`src/rtl/scan_addr_gen.sv`:
```
// scan_addr_gen: read/write address generator for windowed image kernels.
// It visits every interior pixel of a width x height frame. A margin of
// BORDER pixels on each edge is skipped. The scan order is raster or
// serpentine, and each step waits for a valid/ready handshake.
// Optional feature macro SCAN_STATS_EN: when it is defined, step_count
// counts accepted steps. It clears on load and saturates at all-ones.
// When it is undefined, step_count is tied to 0.
module scan_addr_gen #(
    parameter int ADDR_W = 16,
    parameter int DIM_W  = 12,
    parameter int BORDER = 1
) (
    input  logic                 clk,
    input  logic                 n_reset,
    input  logic                 load,
    input  logic [ADDR_W-1:0]    base_addr_r,
    input  logic [ADDR_W-1:0]    base_addr_w,
    input  logic [DIM_W-1:0]     width,
    input  logic [DIM_W-1:0]     height,
    input  logic                 mode,
    output logic                 pos_valid,
    input  logic                 pos_ready,
    output logic [ADDR_W-1:0]    addr_r,
    output logic [ADDR_W-1:0]    addr_w,
    output logic [DIM_W-1:0]     x,
    output logic [DIM_W-1:0]     y,
    output logic [1:0]           direction,
    output logic                 load_done,
    output logic                 all_done,
    output logic [2*DIM_W-1:0]   step_count
);

    typedef enum logic [1:0] {IDLE, RUN, DONE} state_t;

    localparam logic [1:0]        DIR_NONE  = 2'b00;
    localparam logic [1:0]        DIR_RIGHT = 2'b01;
    localparam logic [1:0]        DIR_LEFT  = 2'b10;
    localparam logic [1:0]        DIR_ROW   = 2'b11;
    localparam logic [DIM_W-1:0]  B_D       = DIM_W'(BORDER);
    localparam logic [DIM_W-1:0]  B_P1      = DIM_W'(BORDER + 1);
    localparam logic [DIM_W:0]    MIN_DIM   = (DIM_W+1)'(2*BORDER + 1);
    // From the last interior column of one row to the first of the next.
    localparam logic [ADDR_W-1:0] ROW_SKIP  = ADDR_W'(2*BORDER + 1);

    state_t              state_q, state_d;
    logic [DIM_W-1:0]    x_q, x_d, y_q, y_d;
    logic [ADDR_W-1:0]   ar_q, ar_d, aw_q, aw_d;
    logic [DIM_W-1:0]    width_q, width_d, height_q, height_d;
    logic                mode_q, mode_d;
    logic                left_q, left_d;      // serpentine: moving left on this row
    logic                load_done_q, load_done_d;

    logic [DIM_W-1:0]    xmin, xmax, ymax;
    logic [ADDR_W-1:0]   start_off;
    logic                too_small, row_end, accept;
    logic [1:0]          dir;

    assign xmin      = B_D;
    assign xmax      = width_q - B_P1;
    assign ymax      = height_q - B_P1;
    assign start_off = ADDR_W'(BORDER) * ADDR_W'(width) + ADDR_W'(BORDER);
    assign too_small = ({1'b0, width} < MIN_DIM) || ({1'b0, height} < MIN_DIM);
    assign accept    = (state_q == RUN) && pos_ready;
    assign row_end   = (mode_q && left_q) ? (x_q == xmin) : (x_q == xmax);

    // Decide the move that the next accept will apply to the current pixel.
    always_comb begin
        dir = DIR_NONE;
        if (state_q == RUN) begin
            if (row_end)     dir = (y_q == ymax) ? DIR_NONE : DIR_ROW;
            else if (left_q) dir = DIR_LEFT;
            else             dir = DIR_RIGHT;
        end
    end

    // Next state: a load overrides a handshake; otherwise an accept advances one pixel.
    always_comb begin
        state_d     = state_q;
        x_d         = x_q;
        y_d         = y_q;
        ar_d        = ar_q;
        aw_d        = aw_q;
        width_d     = width_q;
        height_d    = height_q;
        mode_d      = mode_q;
        left_d      = left_q;
        load_done_d = 1'b0;
        if (load) begin
            width_d     = width;
            height_d    = height;
            mode_d      = mode;
            left_d      = 1'b0;
            x_d         = B_D;
            y_d         = B_D;
            ar_d        = base_addr_r + start_off;
            aw_d        = base_addr_w + start_off;
            load_done_d = 1'b1;
            state_d     = too_small ? DONE : RUN;
        end else if (accept) begin
            case (dir)
                DIR_RIGHT: begin
                    x_d  = x_q + 1'b1;
                    ar_d = ar_q + 1'b1;
                    aw_d = aw_q + 1'b1;
                end
                DIR_LEFT: begin
                    x_d  = x_q - 1'b1;
                    ar_d = ar_q - 1'b1;
                    aw_d = aw_q - 1'b1;
                end
                DIR_ROW: begin
                    y_d = y_q + 1'b1;
                    if (mode_q) begin
                        ar_d   = ar_q + ADDR_W'(width_q);
                        aw_d   = aw_q + ADDR_W'(width_q);
                        left_d = ~left_q;
                    end else begin
                        x_d  = xmin;
                        ar_d = ar_q + ROW_SKIP;
                        aw_d = aw_q + ROW_SKIP;
                    end
                end
                default: state_d = DONE;   // last pixel accepted; position holds
            endcase
        end
    end

    // State and position registers.
    always_ff @(posedge clk or negedge n_reset) begin
        if (!n_reset) begin
            state_q     <= IDLE;
            x_q         <= '0;
            y_q         <= '0;
            ar_q        <= '0;
            aw_q        <= '0;
            width_q     <= '0;
            height_q    <= '0;
            mode_q      <= 1'b0;
            left_q      <= 1'b0;
            load_done_q <= 1'b0;
        end else begin
            state_q     <= state_d;
            x_q         <= x_d;
            y_q         <= y_d;
            ar_q        <= ar_d;
            aw_q        <= aw_d;
            width_q     <= width_d;
            height_q    <= height_d;
            mode_q      <= mode_d;
            left_q      <= left_d;
            load_done_q <= load_done_d;
        end
    end

`ifdef SCAN_STATS_EN
    logic [2*DIM_W-1:0] cnt_q;

    // Accepted-step counter: it clears on load and saturates.
    always_ff @(posedge clk or negedge n_reset) begin
        if (!n_reset)                 cnt_q <= '0;
        else if (load)                cnt_q <= '0;
        else if (accept && ~&cnt_q)   cnt_q <= cnt_q + 1'b1;
    end

    assign step_count = cnt_q;
`else
    assign step_count = '0;
`endif

    assign pos_valid = (state_q == RUN);
    assign all_done  = (state_q == DONE);
    assign addr_r    = ar_q;
    assign addr_w    = aw_q;
    assign x         = x_q;
    assign y         = y_q;
    assign direction = dir;
    assign load_done = load_done_q;

endmodule

```
`config.mk`:
```
export PLATFORM = sky130hd
export DESIGN_NAME = scan_addr_gen
export DESIGN_NICKNAME = d
export VERILOG_FILES = /design/src/rtl/scan_addr_gen.sv
export SDC_FILE = /design/constraint.sdc
export NUM_CORES = 1
export LEC_CHECK = 0
export CORE_MARGIN = 2
export CORE_UTILIZATION = 59
export DETAILED_ROUTE_END_ITERATION = 6
export HOLD_SLACK_MARGIN = 0.08
export MAX_ROUTING_LAYER = met4
export PLACE_DENSITY = 0.89
export SLEW_MARGIN = 10
export SYNTH_ARGS = -nofsm -noshare
export SYNTH_HDL_FRONTEND = slang
export SYNTH_SLANG_ARGS = --single-unit
```
`constraint.sdc`:
```
create_clock -name clk -period 8.3 [get_ports clk]
set_input_delay 1.66 -clock clk [delete_from_list [all_inputs] [get_ports clk]]
set_output_delay 1.66 -clock clk [all_outputs]
set_load 0.005 [all_outputs]
```
# After elaboration in Yosys (flattened, before gate mapping)
# Cells that the tools add are included.
# word_totals
wordCells	81
inputBits	61
output_inout_bits	85
regBits	85
# classes
add_sub_neg	16
reduce_logical	13
n_bitwise	1
magnitude_cmp	2
n_mux	29
eq_ne	10
# op_table
cell	n
two-way mux 16 bit	6
case mux 16 bit (3 select lines)	2
two-way mux 12 bit	6
case mux 12 bit (3 select lines)	1
adder 16 x 1 -> 16 bit, second input constant	2
adder 16 x 12 -> 16 bit	2
adder 16 x 13 -> 16 bit	2
adder 16 x 2 -> 16 bit, second input constant	2
subtractor 16 x 1 -> 16 bit, second input constant	2
adder 12 x 1 -> 12 bit, second input constant	2
== test 12 bit	2
< comparator 12 x 2 -> 1 bit, second input constant	2
subtractor 12 x 2 -> 12 bit, second input constant	2
two-way mux 2 bit	8
adder 12 x 1 -> 13 bit, second input constant	1
== test 12 x 1 -> 1 bit, second input constant	1
subtractor 12 x 1 -> 12 bit, second input constant	1
== test 2 bit, second input constant	3
two-way mux 1 bit	6
AND reduction 2 bit	3
AND reduction 3 bit	2
nonzero test 2 bit	3
== test 2 x 1 -> 1 bit, second input constant	2
nonzero test 4 bit	1
other kinds (6)	7

# Depth between registers and ports, before layout
# logic_depth
ltp_word	10
ltp_mapped	21
depth_no_buf	21

# Worst setup path after synthesis
# OpenSTA, ideal clock, no wires.
# synth_path
kind	reg2reg
start	register height_q[1]
end	register ar_q[15], in the netlist addr_r[15]
arrival_ns	5.092
synth_period_minus_slack_ns	5.174
setup_time_ns	0.082
n_path_buf	2
slack_ns	3.126
required_ns	8.218
path_stages_with_launch	19
cell_sequence	dfrtp_1 or4_1 buf_2 or4_4 a211oi_2 o2111ai_2 o31ai_2 a22o_2 buf_2 a21oi_1 ha_1 a21o_1 a2111oi_0 nor3_1 o31ai_1 o311ai_0 xnor2_1 or3_1 a31oi_1
# synth_between
elab_chain_len	9
word_cells_on_any_way	13
classes_between	add/sub: 1; eq/ne: 4; mux: 6; reduce/logical: 2
# synth_lines
item	line	source
from (decl)	48	logic [DIM_W-1:0] width_q, width_d, height_q, height_d;
from (signal assigned)	148	height_q <= height_d;
subtractor 12 x 2 -> 12 bit *	60	assign ymax = height_q - B_P1;
== test 12 bit *	70	if (row_end) dir = (y_q == ymax) ? DIR_NONE : DIR_ROW;
two-way mux 2 bit * (2 in series)	70	
two-way mux 2 bit *	69	if (state_q == RUN) begin
== test 2 bit / == test 2 x 1 -> 1 bit (equally long branches)	100	case (dir)
case mux 16 bit (3 select lines)	100	
two-way mux 16 bit	99	end else if (accept) begin
two-way mux 16 bit	88	if (load) begin
to (signal assigned)	145	ar_q <= ar_d;
to (decl)	47	logic [ADDR_W-1:0] ar_q, ar_d, aw_q, aw_d;
# Every way passes the cells marked *; elsewhere a longest branch is shown, timed or not. The select of a mux whose other input is x is not followed.
# A chain may end at the register's enable or synchronous reset.

# Worst setup path after layout
# layout_path
start	register width_q[1]
end	register ar_q[15], in the netlist addr_r[15]
# layout_between
elab_chain_len	9
word_cells_on_any_way	15
classes_between	add/sub: 2; eq/ne: 4; mux: 7; reduce/logical: 2
# layout_lines
item	line	source
from (decl)	48	
from (signal assigned)	147	width_q <= width_d;
subtractor 12 x 2 -> 12 bit	59	assign xmax = width_q - B_P1;
== test 12 bit	64	assign row_end = (mode_q && left_q) ? (x_q == xmin) : (x_q == xmax);
two-way mux 1 bit	64	
two-way mux 2 bit	70	
two-way mux 2 bit	69	
== test 2 bit / == test 2 x 1 -> 1 bit (equally long branches)	100	
case mux 16 bit (3 select lines)	100	
two-way mux 16 bit	99	
two-way mux 16 bit	88	
# Parallel ways exist; a longest one is shown, timed or not. The select of a mux whose other input is x is not followed.

==> reports/qor.csv <==
metric,value,unit
r2r_cells,19,
skew,0.00474,ns
cts_buffers,9,
hold_depth,1,
vias,7606,
final_cell_mix,"119 x clkdlybuf4s50_1, 85 x dfrtp_1, 83 x nand2_1",
nNetsFinal,1185,
nFillCells,1073,
synthAdderAreaFrac,10.8,%
dpl_cell_area,9190,µm²
syn_inst,961,
p_leak,4.00,nW
setup_viol,0,
post_synth_num_cell_types,77,
grt_pass1_wl,35.6,mm
wl_per_cell,17.6,µm
cp.required,8.58,ns
antenna_cells,0,
root_buffer,clkbuf_16,
drive_gt1_share,6.21,%
htreeDepth,3,
final_cell_area,9490,µm²
max_slew_margin,35.0,%
critical-path-max-stage-delay,0.68,ns
hold_viol,0,
synth_async_sr_flop_share,100,%
insertion_delay,0.35,ns
cp_cell_sequence,inv_1 > ha_1 > xnor2_1 > a2111oi_0 > o211ai_1 > a2111oi_2 > a31oi_1 > a22o_2 > a31oi_1 > ha_1 > a21o_1 > a21o_1 > a2111oi_0 > nor3_1 > o31ai_1 > o311ai_0 > xnor2_1 > or3_1 > a31oi_1,
postCtsHoldBufs,0,
synth.avg_cell_area,8.35,µm²
grt_usage,31.5,%
finalSetupTns,0,ns
r2r_end,addr_r[15]$_DFFE_PN0P_,
synth_compound_area_share,22.3,%
place_congestion,0.923,
maxCapViolations,0,
min_to,state_q[1]$_DFFE_PN0P_,
tritoncts,done,
rows,42,
synth_mux_area_share,4.04,%
irDropWorstVdd,0.000124,V
min_period,6.30,ns
grt_pass1_vias,7163,
finalMaxSlewViolations,0,
synthXorXnorAreaFrac,10.1,%
drc_errors,0,
synth_area,8030,µm²
crit_buf_inv,1,
hold_class,reg2reg,
post_cts_resized,0,
crit_top_cell,a31oi_1,
rsz0062_at_grt,false,
status,completed,
clk_pin_slew_worst_paths,0.07,ns
crit_arrival,6.58,ns
r2r_setup_slack,2.00,ns
die_w,121,µm
portBuffers,121,
hold_start,state_q[1]$_DFFE_PN0P_,
area_growth,18.2,%
hpwlAfterDp,16.3,mm
synth-simple-area-share,19.8,%
drt-initial-drc-count,707,
antenna_found_initial,0,
final_common_cell,clkdlybuf4s50_1,
wirelength,21.7,mm
worst_pin_slew,0.966,ns
initial_utilization,60.6,%
finalPower,1.45,mW
crit_path_end_kind,flop,
final_antenna_net_count,0,
grt_max_degree,91,
postCtsSetupBuffers,0,
synth-main-ff-cell,dfrtp_1,
vias_per_cell,6.14,
cp_max_fo,17,
design.core.area,13200,µm²
yosysWarnings,0,
yosysSeqAreaShare,26.5,%
clock_sinks,85,
synth_top_family_by_area,compound AO/OA/AOI/OAI gates,
die_h,121,µm
fmax,159,MHz
start_kind,flop,
overflow,0,
dr.pass1.iters,5,
powerDensity,153,nW/µm²
path_class,reg2reg,
crit_slowest_cell,a2111oi_0,
finalCritPeriodShare,76.0,%
dieArea,14600,µm²
ys_seq_elements,85,
clockBufferDepth,2,
r2r_start,width_q[1]$_DFFE_PN0P_,
synth-edff-count,0,
design.portCount,146,
crit_family,compound AO/OA/AOI/OAI gates,
-- sequential cells by signal, indices dropped and copies added, names as in the netlist --
name and cells:
height_q 12, left_q 1, x 12, addr_w 16, y 12, addr_r 16, load_done 1, mode_q 1
state_q 2, width_q 12
-- area by class of cell --
cell class | count | area (µm²) | area share (%)
multi-input combinational | 803 | 5490 | 57.8
clock inverter | 7 | 66.3 | 0.699
inverter | 33 | 124 | 1.31
timing repair buffer | 125 | 1240 | 13.0
clock buffer | 9 | 225 | 2.37
tap | 176 | 220 | 2.32
sequential | 85 | 2130 | 22.4
-- logic make-up (layout without fill, tap and decap cells) --
family,after synthesis,count (layout)
compound gates,275,275
xor+xnor,93,93
fa+ha+maj,67,67
buf+inv,96,174
flops,85,85
mux,30,30
other cells,1,24
simple gates,314,314
-- cell usage after synthesis, drive strengths merged (23+ instances only) --
| master | count | area [µm²] |
|---|---|---|
| nor2 | 78 | 300 |
| xnor2 | 54 | 473 |
| ha | 63 | 788 |
| buf | 39 | 289 |
| clkbuf | 24 | 90.1 |
| a21oi | 77 | 385 |
| nand3 | 33 | 165 |
| o21ai | 57 | 285 |
| nor3 | 28 | 151 |
| inv | 32 | 120 |
| xor2 | 39 | 342 |
| dfrtp | 85 | 2130 |
| a211oi | 23 | 178 |
| nand2 | 83 | 312 |
-- metrics by stage --
| stage | worst slack [ns] | instances | hold WS, ns | utilization [%] |
|---|---|---|---|---|
| final | 2.00 | 1238 | 0.531 | 71.6 |
| after CTS | 2.03 | 1238 | 0.534 | 71.6 |
| after floorplan | 3.13 | 984 | 0.478 | - |
| after global placement | 2.33 | 1222 | 0.501 | 69.4 |
| after detailed placement | 2.09 | 1222 | 0.502 | 69.4 |
| after global routing | 1.29 | 1238 | 0.575 | 71.6 |
-- power by group --
part / total, mW / switching [mW] / internal [mW] / leakage [nW]
combinational: 0.513 / 0.256 / 0.256 / 2.82
clock: 0.411 / 0.179 / 0.232 / 0.145
sequential: 0.529 / 0.0671 / 0.462 / 1.04
total: 1.45 / 0.503 / 0.950 / 4.00
-- worst max path at each step --
stage | from | depth (start not counted) | endpoint | slack (ns)
after floorplan | height_q[1]$_DFFE_PN0P_ | 18 | addr_r[15]$_DFFE_PN0P_ | 3.13
after global placement | width_q[1]$_DFFE_PN0P_ | 19 | addr_r[15]$_DFFE_PN0P_ | 2.33
after detailed placement | width_q[1]$_DFFE_PN0P_ | 19 | addr_r[15]$_DFFE_PN0P_ | 2.09
after CTS | width_q[1]$_DFFE_PN0P_ | 19 | addr_r[15]$_DFFE_PN0P_ | 2.03
after global routing | width_q[1]$_DFFE_PN0P_ | 19 | addr_r[15]$_DFFE_PN0P_ | 1.29
final | width_q[1]$_DFFE_PN0P_ | 19 | addr_r[15]$_DFFE_PN0P_ | 2.00
-- metal layers --
layer	track usage [%]	vias up	routed length, µm
li1	-	3659	-
met1	42.1	3624	9810
met2	49.9	280	10200
met3	3.68	43	1180
met4	10.8	0	524
met5	-	-	0
Note: power is estimated with default switching activity, not from simulation.
==> variant 1: new RTL, config.mk and constraints unchanged <==
Encoding of `state_t`: now one-hot (3 bits for 3 states).
--- a/src/rtl/scan_addr_gen.sv
+++ b/src/rtl/scan_addr_gen.sv
@@ -31,5 +31,5 @@
 );
 
-    typedef enum logic [1:0] {IDLE, RUN, DONE} state_t;
+    typedef enum logic [2:0] {IDLE = 3'b001, RUN = 3'b010, DONE = 3'b100} state_t;
 
     localparam logic [1:0]        DIR_NONE  = 2'b00;
Formal check against the unedited RTL: no difference found for any inputs over 4 cycles, from zero or initial values and one cycle with n_reset low; so few cycles prove little.
==> variant 1 against the unedited design <==
- sequential share of layout area is 0.27 points higher
- sequential cell count is 1 higher
- design area hardly changed
- power is 0.95% higher
- setup slack better by 530 ps
- wire length is 3.0% higher
- hold slack worse by 27 ps
- synthesized area is 0.58% lower
- critical endpoint unchanged
==> variant 1: results (changes against the unedited design) <==
| Metric | Value |
|---|---|
| Status | `finished, final reports clean (unchanged)` |
| CP Max Fanout | `21 (was 17)` |
| WL/cell | `18.3 um (was 17.6 um)` |
| Via/cell ratio | `6.18 (was 6.14)` |
| R2R setup slack | `2530 ps (was 2000 ps)` |
| Ant. Diodes | `0 (unchanged)` |
| Register area share after synthesis | `27.0% (was 26.5%)` |
| Worst vdd ir | `0.0985 mV (was 0.124 mV)` |
| First-pass GRT wire length | `35800 um (was 35600 um)` |
| Pleak | `0.00406 uW (was 0.00400 uW)` |
| Largest cells by area after synthesis | `dfrtp_1 (27%), ha_1 (9.9%), xnor2_1 (6.0%) (was dfrtp_1 (27%), ha_1 (9.8%), xnor2_1 (5.9%))` |
| Drt first pass iters | `6 (was 5)` |
| Largest net degree at the start of global routing | `72 (was 91)` |
| Slew HR | `37.4% (was 35.0%)` |
| Gp weighted congestion | `0.965 (was 0.923)` |
| GRT Overall Usage | `31.9% (was 31.5%)` |
| Clk Latency, worst-skew pair | `350 ps (about the same)` |
| Vias in the first global route | `7132 (was 7163)` |
| CP max stage delay | `510 ps (was 680 ps)` |
| Ratio of cells with drive above 1 in the final layout | `6.60% (was 6.21%)` |
| Fin cells | `1221 (was 1238)` |
| Initial DRC Count | `805 (was 707)` |
| Hpwl dp | `16800 um (was 16300 um)` |
| H-Tree Depth | `3 (unchanged)` |
| Post-route clock skew | `8.27 ps (was 4.74 ps)` |
| Slowest cell on the critical path | `or4b_1 (was a2111oi_0)` |
| # fillers | `1052 (was 1073)` |
| R2r worst-path depth | `20 (was 19)` |
| Synth cell types | `79 (was 77)` |
| Arr. time, crit path | `6010 ps (was 6580 ps)` |
| Synth Area per Inst | `8.42 um2 (was 8.35 um2)` |
| Commonest cells post-synth | `dfrtp_1 (85), nand2_1 (82), nor2_1 (75), a21oi_1 (69), ha_1 (63) (was dfrtp_1 (85), nand2_1 (83), a21oi_1 (77), nor2_1 (77), ha_1 (63))` |
==> variant 1: changes by cell type in the layout (fill, tap and decap cells not counted), moves of 5 or more <==
cell,delta
a31oi_1,-6
nand2b_1,+10
o32a_1,+5
a211oi_1,+5
o21ai_1,-7
o21bai_1,-8
a21oi_1,-8
nand3_1,-8
o221ai_1,+5
xor2_1,+7
and3_1,+5
==> variant 1: worst max-delay path, delay by kind of cell, from the launching register on <==
family,cells,cell delay [ps]
simple gates,4,1300
flops,1,430
compound gates,11,2780
buf+inv,2,330
xor+xnor,1,260
fa+ha+maj,2,570
==> variant 1: power by group <==
group	total [uW]	leakage (uW)	switching (uW)	internal (uW)
Combinational	489	0.00285	246	243
Clock	448	0.000152	183	265
Sequential	530	0.00105	64.9	465
Total	1470	0.00406	494	973
==> variant 1: per-stage QoR <==
stage / power [uW] / worst slack, ps / util [%] / instance area, um2 / hold WS, ps
4_1_cts: 1460 / 2610 / 71.6 / 9490 / 497
2_1_floorplan: 823 / 3420 / - / 8070 / 471
3_5_place_dp: 1010 / 2620 / 69.2 / 9170 / 485
5_1_grt: 1540 / 2070 / 71.6 / 9490 / 512
6_report: 1470 / 2530 / 71.6 / 9490 / 504
3_3_place_gp: 1000 / 2800 / 69.2 / 9170 / 480
==> variant 1: layout make-up <==
| cell class | count | area [um2] | share of cell area, % |
|---|---|---|---|
| clock buffer | 9 | 225 | 2.37 |
| clock inverter | 7 | 97.6 | 1.03 |
| inverter | 32 | 120 | 1.27 |
| multi-input combinational | 784 | 5420 | 57.1 |
| sequential | 86 | 2150 | 22.7 |
| tap | 176 | 220 | 2.32 |
| timing repair buffer | 127 | 1250 | 13.2 |
==> variant 1: cell families (layout without fill, tap and decap cells) <==
group,after synthesis,in the layout,share of synthesized area (%)
other cells,1,24,0.0470
compound gates,244,244,20.3
fa+ha+maj,67,67,10.9
mux,33,33,4.48
flops,86,86,27.0
buf+inv,101,175,6.30
simple gates,315,315,19.9
xor+xnor,101,101,11.1
==> variant 1: path summary, 6_finish.rpt <==
check / start / endpoint
worst min-delay path: state_q[0] / state_q[0]
worst min register to register: state_q[0] / state_q[0]
worst max-delay path: width_q[1] / addr_r[15]
max in group asynchronous: n_reset / width_q[6]
worst max register to register: width_q[1] / addr_r[15]
min in group asynchronous: n_reset / y[0]
==> variant 1: metal layers <==
| metal | wire (um) | GRT usage (%) | vias up |
|---|---|---|---|
| met5 | 0 | - | - |
| met4 | 595 | 10.6 | 0 |
| met3 | 1610 | 4.48 | 44 |
| met2 | 10400 | 50.0 | 317 |
| met1 | 9730 | 42.8 | 3609 |
| li1 | - | - | 3573 |
==> variant 2: new RTL, config.mk and constraints unchanged <==
Made on the original files. Build with the macro `SCAN_STATS_EN` defined.
--- a/src/rtl/scan_addr_gen.sv
+++ b/src/rtl/scan_addr_gen.sv
@@ -6,4 +6,6 @@
 // counts accepted steps. It clears on load and saturates at all-ones.
 // When it is undefined, step_count is tied to 0.
+`define SCAN_STATS_EN
+
 module scan_addr_gen #(
     parameter int ADDR_W = 16,
Behaviour: not the same (a bounded check fails within 4 cycles, from zero or initial values and one cycle with n_reset low).
==> variant 2 against the unedited design <==
- sequential cell count grew 24
- synthesized cell count is 8.2% higher
- sequential share of layout area is 2.9 points higher
- power is 12% higher
- wire length up 16%
- synthesized area rose by 12%
- design area increased by 14%
- hold slack got worse by 14 ps
- setup slack improved by 53 ps
- critical path type unchanged
==> variant 2: results (changes against the unedited design) <==
| Metric | Value |
|---|---|
| Status | `finished, final reports clean (unchanged)` |
| Worst-margin pin slew | `965 ps (was 966 ps)` |
| First-pass GRT wire length | `41100 um (was 35600 um)` |
| Synth cell types | `80 (was 77)` |
| Slowest cell on the critical path | `or4b_1 (was a2111oi_0)` |
| Vias in the first global route | `8062 (was 7163)` |
| Metal2 WL | `11700 um (was 10200 um)` |
| Arr. time, crit path | `6560 ps (was 6580 ps)` |
| Ratio of cells with drive above 1 in the final layout | `5.54% (was 6.21%)` |
| Register area share after synthesis | `30.4% (was 26.5%)` |
| Metal3 WL | `1750 um (was 1180 um)` |
| Largest net degree at the start of global routing | `89 (was 91)` |
| WL met1 | `11300 um (was 9810 um)` |
| Initial antenna violation count | `0 (unchanged)` |
| Post-Route WL | `25200 um (was 21700 um)` |
| Pleak | `0.00451 uW (was 0.00400 uW)` |
| Initial DRC Count | `729 (was 707)` |
| Clk Latency, worst-skew pair | `370 ps (was 350 ps)` |
| Commonest cells post-synth | `dfrtp_1 (109), nor2_1 (105), a21oi_1 (82), nand2_1 (72), xnor2_1 (65) (was dfrtp_1 (85), nand2_1 (83), a21oi_1 (77), nor2_1 (77), ha_1 (63))` |
| Largest cells by area after synthesis | `dfrtp_1 (30%), ha_1 (8.9%), xnor2_1 (6.3%) (was dfrtp_1 (27%), ha_1 (9.8%), xnor2_1 (5.9%))` |
| Min-delay src | `state_q[0] (was state_q[1])` |
| CP max stage delay | `590 ps (was 680 ps)` |
| # port buffers | `145 (was 121)` |
| Hold endpoint | `state_q[0] (was state_q[1])` |
| Grt met1 use | `45.7% (was 42.1%)` |
| Worst hold slack | `517 ps (was 531 ps)` |
| GRT Overall Usage | `32.6% (was 31.5%)` |
| Number of nets in the layout | `1279 (was 1185)` |
| Via count | `8450 (was 7606)` |
| Hpwl dp | `18800 um (was 16300 um)` |
| Post-route clock skew | `10.6 ps (was 4.74 ps)` |
| Drt first pass iters | `5 (unchanged)` |
| GR Layer Usage met2 | `49.9% (about the same)` |
| Met3 global-route usage | `4.98% (was 3.68%)` |
| Worst vdd ir | `0.114 mV (was 0.124 mV)` |
| R2r worst-path depth | `20 (was 19)` |
| Hold Path Class | `reg -> reg (unchanged)` |
| # fillers | `1174 (was 1073)` |
| Max clock buf depth | `2 (unchanged)` |
| CP Max Fanout | `12 (was 17)` |
| Gp weighted congestion | `0.949 (was 0.923)` |
| H-Tree Depth | `3 (unchanged)` |
| R2R setup slack | `2050 ps (was 2000 ps)` |
| Synth warn | `0 (unchanged)` |
[variant 2: cell types whose count changed after synthesis, moves of 5 or more]
cell and delta:
nor2_1 +28, buf_4 -24, dfrtp_1 +24, xor2_1 +18, nand2_1 -11, xnor2_1 +11
a31oi_1 -8, and3_1 +8, clkbuf_1 +8, nand4_1 +7, o21ai_1 -7, a21oi_1 +5
mux2i_1 +5
[variant 2: layout make-up]
type,instances,area share (%)
Clock buffer,9,2.09
Inverter,33,1.17
Clock inverter,7,0.848
Multi-Input combinational cell,849,54.7
Sequential cell,109,25.3
Timing Repair Buffer,148,13.6
Tap cell,188,2.18
[variant 2: cell families after synthesis]
family                   synth area share [%]
AND/OR/NAND/NOR                          20.5
multiplexers                             4.54
AO/OA/AOI/OAI                            18.9
adder cells (fa/ha/maj)                  9.81
XOR/XNOR                                 11.9
buffers and inverters                    3.97
flip-flops                               30.4
[variant 2: per-stage QoR]
| stage | worst slack (ps) | cells | utilization (%) | instance area, um2 |
|---|---|---|---|---|
| CTS | 2120 | 1343 | 71.6 | 10800 |
| global route | 1300 | 1343 | 71.6 | 10800 |
| finish | 2050 | 1343 | 71.6 | 10800 |
| global placement | 2450 | 1327 | 69.5 | 10500 |
| floorplan | 2860 | 1040 | - | 8980 |
| detailed placement | 2190 | 1327 | 69.5 | 10500 |
[variant 2: how the worst max path moves through the flow]
stage / startpoint / end / slack [ps]
finish: width_q[1] / addr_r[15] / 2050
global route: height_q[3] / addr_r[15] / 1300
CTS: width_q[1] / addr_r[15] / 2120
detailed placement: width_q[1] / addr_r[15] / 2190
global placement: height_q[3] / addr_r[15] / 2450
floorplan: width_q[3] / addr_r[15] / 2860
[variant 2: power breakdown]
part	switching [uW]	leakage (uW)	internal (uW)
logic	261	0.00298	249
registers	69.7	0.00138	578
clock network	223	0.000151	242
total	554	0.00451	1070
